--- config.mk ---
export PLATFORM = sky130hd
export DESIGN_NAME = warp_lsu
export DESIGN_NICKNAME = d
export VERILOG_FILES = /design/src/rtl/warp_lsu_pkg.sv /design/src/rtl/warp_lsu_lane_picker.sv /design/src/rtl/warp_lsu.sv
export SDC_FILE = /design/constraint.sdc
export NUM_CORES = 2
export LEC_CHECK = 0
export BUFFER_PORTS_ARGS = -buffer_cell sky130_fd_sc_hd__buf_2
export CORE_AREA = 2 2 651 653
export DETAILED_ROUTE_END_ITERATION = 8
export DIE_AREA = 0 0 653 655
export PLACE_DENSITY = 0.3
export SYNTH_ARGS = -nofsm -noshare
export SYNTH_HDL_FRONTEND = slang
export SYNTH_SLANG_ARGS = --single-unit
--- constraint.sdc ---
create_clock -name clk -period 2.4 [get_ports clk]
set_clock_uncertainty 0.15 [all_clocks]
set_input_delay 0.24 -clock clk [delete_from_list [all_inputs] [get_ports clk]]
set_output_delay 0.24 -clock clk [all_outputs]
set_load 0.01 [all_outputs]
--- src/rtl/warp_lsu_pkg.sv ---
// Shared types for the warp load/store unit: warp phases, data word and LSU states.
package warp_lsu_pkg;

   localparam int DATA_WIDTH    = 16;
   localparam int ADDRESS_WIDTH = DATA_WIDTH;

   typedef logic [DATA_WIDTH-1:0] data_t;

   typedef enum logic [2:0] {
      WARP_IDLE    = 3'd0,
      WARP_FETCH   = 3'd1,
      WARP_DECODE  = 3'd2,
      WARP_REQUEST = 3'd3,
      WARP_WAIT    = 3'd4,
      WARP_EXECUTE = 3'd5,
      WARP_UPDATE  = 3'd6,
      WARP_DONE    = 3'd7
   } warp_state_t;

   typedef enum logic [1:0] {
      LSU_IDLE       = 2'd0,
      LSU_REQUESTING = 2'd1,
      LSU_DONE       = 2'd2
   } lsu_state_t;

endpackage

--- src/rtl/warp_lsu_lane_picker.sv ---
// Lowest-set-bit finder over a lane mask; any_o flags a non-empty mask.
module lane_picker #(
   parameter int WIDTH = 32
) (
   input  logic [WIDTH-1:0]         mask_i,
   output logic [$clog2(WIDTH)-1:0] idx_o,
   output logic                     any_o
);
   localparam int IDX_W = $clog2(WIDTH);

   // Scan from the top so the lowest set bit is the last one written.
   always_comb begin
      idx_o = '0;
      any_o = 1'b0;
      for (int i = WIDTH - 1; i >= 0; i--) begin
         if (mask_i[i]) begin
            idx_o = IDX_W'(i);
            any_o = 1'b1;
         end
      end
   end

endmodule

--- src/rtl/warp_lsu.sv ---
// Warp load/store unit: serializes one memory transaction per active lane over one port.
//   state          | meaning
//   LSU_IDLE       | waiting for a load/store in WARP_REQUEST
//   LSU_REQUESTING | valid high for lane idx_q until its handshake
//   LSU_DONE       | all lanes served; wait for WARP_UPDATE
module warp_lsu
   import warp_lsu_pkg::*;
#(
   parameter int THREADS_PER_WARP = 32
) (
   input  logic                        clk,
   input  logic                        reset,
   input  logic                        enable,
   input  logic [THREADS_PER_WARP-1:0] thread_enable,
   input  warp_state_t                 warp_state,
   input  logic                        decoded_mem_read_enable,
   input  logic                        decoded_mem_write_enable,
   input  data_t                       rs1 [THREADS_PER_WARP],
   input  data_t                       rs2 [THREADS_PER_WARP],
   output logic                        mem_read_valid,
   output logic [ADDRESS_WIDTH-1:0]    mem_read_address,
   input  logic                        mem_read_ready,
   input  data_t                       mem_read_data,
   output logic                        mem_write_valid,
   output logic [ADDRESS_WIDTH-1:0]    mem_write_address,
   output data_t                       mem_write_data,
   input  logic                        mem_write_ready,
   output lsu_state_t                  lsu_state,
   output data_t                       lsu_out [THREADS_PER_WARP]
);
   localparam int IDX_W = $clog2(THREADS_PER_WARP);

   lsu_state_t                  state_q, state_d;
   logic [THREADS_PER_WARP-1:0] mask_q, mask_d, clr_mask;
   logic [IDX_W-1:0]            idx_q, idx_d, start_idx, next_idx;
   logic                        is_read_q, is_read_d;
   logic                        start_any, next_any, start, hs;
   data_t                       lsu_out_q [THREADS_PER_WARP];

   assign start = enable && (warp_state == WARP_REQUEST)
                  && (decoded_mem_read_enable || decoded_mem_write_enable);
   assign hs    = (state_q == LSU_REQUESTING)
                  && (is_read_q ? mem_read_ready : mem_write_ready);

   always_comb begin
      clr_mask        = mask_q;
      clr_mask[idx_q] = 1'b0;
   end

   lane_picker #(.WIDTH(THREADS_PER_WARP)) u_start_pick (
      .mask_i (thread_enable),
      .idx_o  (start_idx),
      .any_o  (start_any)
   );

   lane_picker #(.WIDTH(THREADS_PER_WARP)) u_next_pick (
      .mask_i (clr_mask),
      .idx_o  (next_idx),
      .any_o  (next_any)
   );

   always_ff @(posedge clk) begin
      if (reset) begin
         state_q   <= LSU_IDLE;
         mask_q    <= '0;
         idx_q     <= '0;
         is_read_q <= 1'b0;
         for (int i = 0; i < THREADS_PER_WARP; i++) lsu_out_q[i] <= '0;
      end else begin
         state_q   <= state_d;
         mask_q    <= mask_d;
         idx_q     <= idx_d;
         is_read_q <= is_read_d;
         if (hs && is_read_q) lsu_out_q[idx_q] <= mem_read_data;
      end
   end

   // Read wins when both op bits are set.
   always_comb begin
      state_d   = state_q;
      mask_d    = mask_q;
      idx_d     = idx_q;
      is_read_d = is_read_q;
      case (state_q)
         LSU_IDLE: begin
            if (start) begin
               mask_d    = thread_enable;
               idx_d     = start_idx;
               is_read_d = decoded_mem_read_enable;
               state_d   = start_any ? LSU_REQUESTING : LSU_DONE;
            end
         end
         LSU_REQUESTING: begin
            if (hs) begin
               mask_d = clr_mask;
               idx_d  = next_idx;
               if (!next_any) state_d = LSU_DONE;
            end
         end
         LSU_DONE: begin
            if (warp_state == WARP_UPDATE) state_d = LSU_IDLE;
         end
         default: state_d = LSU_IDLE;
      endcase
   end

   // Address and data are forced to zero whenever no request is outstanding.
   always_comb begin
      mem_read_valid    = 1'b0;
      mem_read_address  = '0;
      mem_write_valid   = 1'b0;
      mem_write_address = '0;
      mem_write_data    = '0;
      if (state_q == LSU_REQUESTING) begin
         if (is_read_q) begin
            mem_read_valid   = 1'b1;
            mem_read_address = rs1[idx_q];
         end else begin
            mem_write_valid   = 1'b1;
            mem_write_address = rs1[idx_q];
            mem_write_data    = rs2[idx_q];
         end
      end
   end

   assign lsu_state = state_q;
   assign lsu_out   = lsu_out_q;

endmodule

==> metrics.txt <==
status=complete, but fails checks; violated checks=negative setup slack; global route overflow=0; WS Path Type=flop to primary output; starting density of the core=6.74%; number of DRC markers in iteration 0=2,321; CTS Buffer Depth=3; Crit path arrival time=3.20 ns; CTS clk-pin slew, worst paths=0.06 ns; depth of the CTS H-tree=3; Total Wirelength=319 mm; EDFF count, synth=0; worst hold path class=input pin to flop; final setup vio count=569; Max-Cap Viols=0; combinational share of power=29.4%; required time of the worst setup path=2.01 ns; Die Ht=655 um; Post-synth ARST share=0%; dominant cells by area after synthesis=dfxtp_1 39%, mux4_2 20%, nand2_1 14%, a21oi_1 9.6%, clkbuf_1 3.0%; dpl cell area=47,500 um^2; Post-Syn Area=28,400 um^2; crit path launch type=flop; worst setup margin=-1.19 ns; register area=11,100 um^2; Die Footprint=428,000 um^2; Avg Vias per Cell=3.27; Sw Share=32.2%; Synth cell types=59; Non-Filler Instances=11,200; Flop pwr share=32.5%; DRC=0; Internal=19,400 uW; footprint of the multi-input gates=17,600 um^2; ys flop type=dfxtp_1; RSZ-0062 raised after global routing=yes; fillcell total=48,600; Yosys warning total=0; chip width=653 um; GRT Overall Usage=14.1%; fmax=0.278 GHz; ratio of final minimum period to clock period=150%; CP Max Fanout=10; Pleak=0.0204 uW; Core Box Area=422,000 um^2; setup slack at placement=-1.02 ns; post-layout instance area=54,100 um^2; most frequent cells in the layout=1,621 x buf_2, 1,079 x nand2_1, 548 x dfxtp_1; Slew HR=43.8%; peak supply drop=0.431 mV; DR pass1 iterations=5; antenna violations before repair=171; Yosys top cell by area=dfxtp_1; Final TNS setup=-138.26 ns; top cell type's share of synthesized area=38.9%; port bufs=1,645; dpl cells=10,600; Sink Count=552; most common cell after layout, fill and taps aside=buf_2; number of global-route vias before repair=35,600; Routability Congestion=0.936; Routed Antenna Nets=0; routed vias=36,600; Worst Tran Pin Value=0.843 ns; Hold WS=0.270 ns; PD cells=529 nW/um^2; sw power=9220 uW; Post-Synthesis Cells=3,319; post-DP HPWL=262 mm; layout cell share with drive strength beyond 1=52.4%; number of placement rows=239; Seq/Total Area, Yosys=38.9%; largest net degree at the start of global routing=76; Final Hold Vio Count=0; Clk network pwr share=38.1%; syn_nets=4,401; CTS tree=done; total CTS buffers=68; Synth Register Bits=552; CTS root buffer=clkbuf_16; Crit. End Element=primary output; Synth-to-Final Area Change=90.3%; first-pass GRT wire length=393 mm; Final nets=6,420; I/O pin count=1,646; min Tclk post-route=3.59 ns; Skew-Pair Late Insertion Delay=0.67 ns; Routed WL per cell=28.5 um; max-slew violations=0; synthesized area per cell=8.57 um^2
what timing repair did:
item                                    4_1_cts  5_1_grt
endpoints found under the setup margin      569      571
cloned                                        4        3
hold endpoints to repair                    349        0
hold buffers                                 54        0
pin swaps                                    56       72
buffers inserted                             71       50
gates resized for setup                     273      199
final timing paths:
path / start / end / slack (ns) / depth (start not counted)
worst max register to register: idx_q[0] / idx_q[1] / -0.29 / 12
worst min register to register: lsu_out[172] / lsu_out[172] / 0.30 / 2
worst min-delay path: decoded_mem_read_enable / is_read_q / 0.27 / 4
worst max-delay path: idx_q[0] / mem_write_data[0] / -1.19 / 9
cell usage after synthesis (6+ instances only):
cell and instances:
a211oi_1 18, a21oi_1 546, a221oi_1 25, a22o_1 25, a22oi_1 95, a31oi_1 27
and3_1 10, buf_1 13, buf_2 52, buf_4 7, clkbuf_1 229, dfxtp_1 552
inv_1 13, mux2_2 6, mux2i_1 14, mux4_2 256, nand2_1 1094, nand2b_1 9
nand3_1 15, nand3b_1 6, nor2_1 154, nor3_1 18, nor4_1 9, o21ai_0 46
or3_1 6
worst max-delay path: stages (launching register included):
cell	delay (ns)
dfxtp_4	0.36
buf_12	0.15
buf_16	0.19
buf_4	0.18
buf_12	0.15
mux4_2	0.62
a22o_1	0.27
a221oi_2	0.20
a31oi_2	0.17
buf_2	0.18
metrics by stage:
| step | utilization (%) | power (uW) |
|---|---|---|
| after floorplan | - | 12200 |
| after global placement | 11.3 | 16900 |
| after detailed placement | 11.3 | 16800 |
| after CTS | 12.4 | 28900 |
| after global routing | 12.8 | 29700 |
| final | 12.8 | 28600 |
routing by layer:
metal / vias to the layer above / global-route usage (%) / routed length (um)
met2: 1693 / 27.0 / 174000
met1: 18400 / 14.3 / 110000
li1: 16100 / - / -
met5: - / 0 / 151
met4: 22 / 7.35 / 17000
met3: 425 / 2.73 / 18100
layout make-up:
cell class | instances | share of cell area [%]
Multi-Input combinational cell | 2453 | 32.5
Timing Repair Buffer | 2250 | 28.6
Sequential cell | 552 | 20.4
Tap cell | 5543 | 12.8
Clock buffer | 96 | 3.64
Antenna cell | 267 | 1.24
Clock inverter | 22 | 0.615
Inverter | 13 | 0.0948
sequential cells by signal (all words and copies together) (netlist names):
register,flops
idx_q,5
lsu_out,512
is_read_q,1
mask_q,32
lsu_state,2
cells by family after synthesis:
logic type	after synthesis	share of synthesized area (%)
compound gates	822	16.8
buf+inv	314	4.47
flops	552	38.9
mux	276	21.0
simple gates	1355	18.9
power groups by stage:
stage | sequential [uW] | clock (uW) | combinational [uW]
3_5_place_dp | 9520 | 0 | 7330
4_1_cts | 9300 | 11400 | 8260
6_report | 9310 | 10900 | 8420
5_1_grt | 9310 | 11700 | 8780
3_3_place_gp | 9510 | 0 | 7370
2_1_floorplan | 9480 | 0 | 2740
(Power assumes the default switching activity.)
